File: config.mk
export PLATFORM = sky130hd
export DESIGN_NAME = tug_field
export DESIGN_NICKNAME = d
export VERILOG_FILES = /design/src/rtl/tug_pkg.sv /design/src/rtl/key_edge.sv /design/src/rtl/tug_field.sv
export SDC_FILE = /design/constraint.sdc
export NUM_CORES = 1
export LEC_CHECK = 0
export CORE_ASPECT_RATIO = 1.2
export CORE_MARGIN = 4
export CORE_UTILIZATION = 50
export CTS_BUF_LIST = sky130_fd_sc_hd__clkbuf_4 sky130_fd_sc_hd__clkbuf_8 sky130_fd_sc_hd__clkbuf_16
export DETAILED_ROUTE_END_ITERATION = 6
export HOLD_SLACK_MARGIN = 0.05
export PLACE_DENSITY = 0.85
export SLEW_MARGIN = 20
export SYNTH_ARGS = -nofsm -noshare
export SYNTH_HDL_FRONTEND = slang
export SYNTH_HIERARCHICAL = 1
export SYNTH_SLANG_ARGS = --single-unit
File: constraint.sdc
create_clock -name Clock -period 2.5 [get_ports Clock]
set_input_delay 0.75 -clock Clock [delete_from_list [all_inputs] [get_ports Clock]]
set_output_delay 0.75 -clock Clock [all_outputs]
set_load 0.02 [all_outputs]
File: src/rtl/tug_pkg.sv
// Shared types for the tug-of-war playfield: referee FSM states and player sides.
package tug_pkg;

  typedef enum logic [1:0] {PLAY, SCORE, HOLD} field_state_t;

  typedef enum logic {SIDE_L, SIDE_R} side_t;

  function automatic int centre_index(input int num_lights);
    return (num_lights - 1) / 2;
  endfunction

endpackage

File: src/rtl/key_edge.sv
// Two-flop synchronizer plus rising-edge detector for one raw key level.
module key_edge (
  input  logic Clock,
  input  logic reset,
  input  logic key,
  output logic press
);

  logic sync1;
  logic sync2;
  logic prev;

  // Everything resets to 1 so a key already held when reset releases
  // looks like an old press rather than a new one.
  // NOTE: sequential state uses non-blocking assignments so every flop samples
  // the pre-edge values and the three-stage shift behaves as a pipeline.
  always_ff @(posedge Clock) begin
    if (!reset) begin
      sync1 <= 1'b1;
      sync2 <= 1'b1;
      prev  <= 1'b1;
    end else begin
      sync1 <= key;
      sync2 <= sync1;
      prev  <= sync2;
    end
  end

  assign press = sync2 & ~prev;

endmodule

File: src/rtl/tug_field.sv
// Tug-of-war playfield referee: moves a one-hot light on key presses, detects a
// push off either end, pulses the winner, freezes the field, then re-centres.
module tug_field
  import tug_pkg::*;
#(
  parameter int NUM_LIGHTS     = 9,
  parameter int HOLDOFF_CYCLES = 16
) (
  input  logic                  Clock,
  input  logic                  reset,
  input  logic                  key_l,
  input  logic                  key_r,
  output logic [NUM_LIGHTS-1:0] leds,
  output logic                  win_l,
  output logic                  win_r,
  output logic                  busy
);

  localparam int PW = $clog2(NUM_LIGHTS);
  localparam int CW = (HOLDOFF_CYCLES > 1) ? $clog2(HOLDOFF_CYCLES) : 1;
  localparam logic [PW-1:0] CENTRE = PW'(centre_index(NUM_LIGHTS));
  localparam logic [PW-1:0] LAST   = PW'(NUM_LIGHTS - 1);
  localparam logic [CW-1:0] HOLD_LOAD = CW'(HOLDOFF_CYCLES - 1);

  logic press_l;
  logic press_r;

  key_edge u_edge_l (.Clock(Clock), .reset(reset), .key(key_l), .press(press_l));
  key_edge u_edge_r (.Clock(Clock), .reset(reset), .key(key_r), .press(press_r));

  field_state_t  state, state_next;
  logic [PW-1:0] pos, pos_next;
  side_t         winner, winner_next;
  logic [CW-1:0] cnt, cnt_next;

  always_ff @(posedge Clock) begin
    if (!reset) begin
      state  <= PLAY;
      pos    <= CENTRE;
      winner <= SIDE_L;
      cnt    <= '0;
    end else begin
      state  <= state_next;
      pos    <= pos_next;
      winner <= winner_next;
      cnt    <= cnt_next;
    end
  end

  // NOTE: every variable gets its hold value before the case so no path
  // leaves one unassigned and no latch is inferred.
  always_comb begin
    state_next  = state;
    pos_next    = pos;
    winner_next = winner;
    cnt_next    = cnt;
    case (state)
      PLAY: begin
        if (press_l && !press_r) begin
          if (pos == LAST) begin
            state_next  = SCORE;
            winner_next = SIDE_L;
          end else begin
            pos_next = pos + PW'(1);
          end
        end else if (press_r && !press_l) begin
          if (pos == '0) begin
            state_next  = SCORE;
            winner_next = SIDE_R;
          end else begin
            pos_next = pos - PW'(1);
          end
        end
      end
      SCORE: begin
        state_next = HOLD;
        cnt_next   = HOLD_LOAD;
      end
      HOLD: begin
        if (cnt == '0) begin
          state_next = PLAY;
          pos_next   = CENTRE;
        end else begin
          cnt_next = cnt - CW'(1);
        end
      end
      default: begin
        state_next = PLAY;
        pos_next   = CENTRE;
      end
    endcase
  end

  // pos is left on the end light through SCORE and HOLD, so one decode
  // serves every state.
  assign leds  = {{(NUM_LIGHTS-1){1'b0}}, 1'b1} << pos;
  assign win_l = (state == SCORE) && (winner == SIDE_L);
  assign win_r = (state == SCORE) && (winner == SIDE_R);
  assign busy  = (state != PLAY);

endmodule
# Word level (Yosys, flattened, before mapping)
# Cells that the tools add are included.
[totals]
register_bits = 17
latchBits = 0
ram_bits = 0
rom_bits = 0
inputBits = 4
out_inout_bits = 12
wordCells = 66
n_memories = 0
[op_classes]
n_addsub = 3
n_mul = 0
div = 0
n_lt_le_gt_ge = 0
eq_ne = 11
shifts = 1
muxes = 18
bitwise = 6
reduce_logical = 17
[op_table]
columns = ["cell", "count"]
rows = [
  ["$mux W4", 6],
  ["$ne A3 B3 Y1 const B", 5],
  ["$pmux W4 S3", 1],
  ["$mux W2", 5],
  ["$shl A1 B4 Y9 const A", 1],
  ["$logic_not A4 Y1", 2],
  ["$pmux W4 S2", 1],
  ["$reduce_and A4 Y1", 2],
  ["$reduce_bool A2 Y1", 4],
  ["$sub A4 B1 Y4 const B", 2],
  ["$pmux W2 S3", 1],
  ["$reduce_and A5 Y1", 1],
  ["$add A4 B1 Y4 const B", 1],
  ["$eq A4 B4 Y1 const B", 1],
  ["$logic_and A1 B1 Y1", 4],
  ["$mux W1", 4],
  ["$ne A2 B2 Y1 const B", 2],
  ["$not A1 Y1", 4],
  ["$and A1 B1 Y1", 2],
  ["$eq A2 B1 Y1 const B", 1],
  ["$eq A2 B2 Y1 const B", 1],
  ["$logic_not A1 Y1", 2],
  ["$logic_not A2 Y1", 1],
  ["$ne A2 B1 Y1 const B", 1],
  ["$reduce_and A2 Y1", 1],
]

# Logic depth before layout (Yosys ltp)
[depth]
word_depth = 7
ltp_mapped = 10

# Modules after synthesis
# Netlist, hierarchy kept.
[by_module_without_submodules]
columns = ["mod", "n_inst", "cells_per_inst", "area_per_inst_um2"]
rows = [
  ["tug_field", 1, 91, 705.7],
  ["key_edge", 2, 7, 92.6],
]

# Worst setup path after synthesis
# No wires, ideal clock.
[synth_timing]
path_kind = "register to output"
startpoint = "register pos[0]"
endpoint = "output leds[0]"
arrival_time_ns = 1.136
required_ns = 1.750
path_slack_ns = 0.614
path_stages_with_launch = 3
cell_sequence = "dfxtp_1 -> buf_6 -> nor4_1"
[synth_via]
elab_chain_len = 1
[synth_lines]
columns = ["element", "line_no", "source"]
rows = [
  ["start: declaration", "tug_field.sv:32", "logic [PW-1:0] pos, pos_next;"],
  ["start signal: assignment", "tug_field.sv:44", "pos <= pos_next;"],
  ["$shl A1 B4 Y9", "tug_field.sv:96", "assign leds = {{(NUM_LIGHTS-1){1'b0}}, 1'b1} << pos;"],
  ["end: declaration", "tug_field.sv:13", "output logic [NUM_LIGHTS-1:0] leds,"],
]
# Every way passes these cells.

# Worst setup path after layout
[layout_timing]
startpoint = "register pos[0]"
endpoint = "output leds[8]"
# Same word-level chain as after synthesis.

==> impl_metrics.yaml <==
clock_network:
  clk_path_buf_depth: 2
  cts_max_level: 1
  cts_buffers: 3
  clockRootBuffer: "clkbuf_4"
  cts_setup_buffers: 0
  clock_latency_ns: 0.29
  clk_pin_slew_ns: 0.10
  cts_tree: "yes"
  clock-sinks: 17
cells_and_area:
  seq_area_um2: 345
  fin_cells: 140
  antenna_cells: 0
  fin_util_pct: 66.6
  final_layout_size_suffix_gt1_share_pct: 13.1
  multi_input_area_um2: 512
  fin_nets: 132
  fill_cells: 147
  area_growth_pct: 24.3
placed_design:
  dp.cells: 136
  place_hpwl_mm: 1.31
  port-buffer-count: 15
  finalWeightedCongestion: 0.736
setup_path:
  startpoint: "pos[0]$_SDFFE_PN0P_"
  critPathMaxStageDelay_ns: 0.59
  reg2reg_slack_ns: 0.43
  cp_max_fo: 9
  endpoint: "leds[8]"
  worstSetupEndpointType: "primary output"
  cp_cell_sequence: "nor3_4 > and2_1 > clkdlybuf4s50_1"
  start_kind: "register"
  path_buf_inv: 1
  r2r-end: "pos[3]$_SDFFE_PN0P_"
  worst_path_max_delay_cell: "clkdlybuf4s50_1"
  crit_type: "reg -> out"
  reg2reg_from: "u_edge_r/sync2$_SDFF_PN1_"
  crit_cells: 3
  critPathArrivalTime_ns: 1.67
  r2r_cells: 10
  required_ns: 1.75
  crit_family: "buffers and inverters"
yosys:
  avgSynthCellArea_um2: 8.48
  yosys_warnings: 6
  async_flop_share_pct: 0
  synth_nets: 114
  synth.yosys.seq_area_share_pct: 38.2
  synth_cell_type_count: 32
  synth_area_leader_cell: "dfxtp_1"
  synthCells: 105
  synth_area_leaders: "dfxtp_1, nand2b_1, ha_1, nand2_1, nor3_1"
  synth_top_flop_cell: "dfxtp_1"
  synth_edf_count: 0
  ys_seq_elements: 17
  syn_area_um2: 891
  synth.most_common_cell: "dfxtp_1"
  synth_top_area_share_pct: 38.2
  synthTopCellsByCount: "dfxtp_1, nand2_1, nand2b_1, nor2_1"
power:
  power_frac_comb_pct: 16.2
  p_sw_uw: 145
  clkPwrFrac_pct: 28.1
  peakVddDrop_uv: 341
  internal_power_uw: 381
  power_frac_seq_pct: 55.7
  leakage_uw: 0.000491
  swShare_pct: 27.6
  power_density_mw_per_mm2: 475
route:
  vias: 757
  detail-route-antenna-nets: 0
  wl_per_cell_um: 12.7
  finalWirelength_mm: 1.78
  vias_per_cell: 5.41
  first_iter_violations: 15
  drc: 0
  first_pass_iters: 4
global_route:
  grt_pass1_wl_mm: 3.06
  grt_pass1_vias: 724
  grt_start_max_net_pins: 14
  antenna_found_initial: 0
  grt_overflow: 0
  grt_usage_pct: 16.9
timing:
  final.min_clock_period_ns: 2.42
  fin_crit_sh_pct: 96.6
  clock_skew_ns: 0.00261
  fmax_mhz: 414
  hold_violations: 0
  maxSlewViolCount: 0
  slew_headroom_pct: 68.0
  fin_setup_tns_ns: 0
  setup_viol: 0
  tightest_slew_ns: 0.479
  holdWs_ns: 0.422
  rsz0062_at_grt: "false"
min_path:
  min-delay-start: "u_edge_l/sync1$_SDFF_PN1_"
  hold_path.class: "reg -> reg"
flow_run:
  maxCapViolCount: 0
floorplan:
  coreArea_mm2: 0.00166
  die_h_um: 54.2
  io_pins: 16
  rows: 16
  initial_core_util_pct: 53.6
  die_width_um: 46.5
  fp.dieArea_mm2: 0.00252
run_status:
  status: "finished, final reports clean"
[worst min-delay path by stage]
stage | slack (ns) | cells after the start | endpoint
after floorplan | 0.39 | 1 | u_edge_l/sync2$_SDFF_PN1_
after global placement | 0.39 | 1 | u_edge_l/sync2$_SDFF_PN1_
after detailed placement | 0.40 | 1 | u_edge_l/sync2$_SDFF_PN1_
after CTS | 0.42 | 1 | u_edge_l/sync2$_SDFF_PN1_
after global routing | 0.44 | 1 | u_edge_r/sync2$_SDFF_PN1_
final | 0.42 | 1 | u_edge_l/sync2$_SDFF_PN1_
[power groups by stage]
stage | Sequential, uW | Combinational, uW | Clock [uW]
floorplan | 292 | 61.5 | 0
global placement | 297 | 82.8 | 0
detailed placement | 297 | 85.9 | 0
CTS | 292 | 87.2 | 153
global route | 295 | 93.6 | 164
finish | 293 | 85.2 | 148
[per-layer routing]
metal	up-vias	wire [um]	track usage, %
li1	384	-	-
met1	353	786	19.8
met2	15	866	28.2
met3	5	79	2.30
met4	0	44	10.9
met5	-	0	0
[timing repair]
item                       in CTS  in global routing
resized for setup               3                  9
setup endpoints to repair       4                 11
hold buffers                    0                  0
[state kept, by name, indices dropped and copies added (netlist names)]
signal	count
winner	1
u_edge_l/sync1	1
u_edge_r/sync1	1
u_edge_l/prev	1
state	2
pos	4
u_edge_r/sync2	1
cnt	4
u_edge_r/prev	1
u_edge_l/sync2	1
[worst reg2reg max path: stages (launching register included)]
cell,delay (ns)
dfxtp_1,0.32
nor2b_4,0.11
inv_1,0.05
ha_1,0.28
inv_1,0.10
ha_1,0.28
a21o_1,0.19
a21oi_2,0.15
xnor2_1,0.09
or3_1,0.35
o21ai_1,0.09
[stage by stage]
step                setup WS (ns)  instance area (um2)  total power (uW)
floorplan                   0.614                  891               353
global placement            0.300                 1050               379
detailed placement          0.252                 1050               383
CTS                      0.000920                 1090               533
global route             0.000530                 1110               552
finish                     0.0839                 1110               526
[cell usage in the layout (no fill, tap or decap), types with 4 or more instances in the layout]
master           count
clkdlybuf4s50_1     10
dfxtp_1             13
dfxtp_2              4
dlymetal6s2s_1       5
ha_1                 4
inv_1                8
nand2_1             12
nand2b_1             9
nor2_1               9
nor3_1               8
[final cells by class]
type | count | area share, %
repair buffers | 16 | 15.4
clock buffers | 3 | 2.03
multi-input cells | 77 | 46.2
flip-flops and latches | 17 | 31.2
clock inverters | 1 | 0.452
inverters | 8 | 2.71
well taps | 18 | 2.03
[cells by family after synthesis]
| kind of cell | synth area share (%) |
|---|---|
| fa+ha+maj | 7.87 |
| compound gates | 12.5 |
| simple gates | 30.5 |
| buf+inv | 5.90 |
| xor+xnor | 3.93 |
| flops | 38.2 |
| mux | 1.12 |
Power figures use the tool's default switching activity.
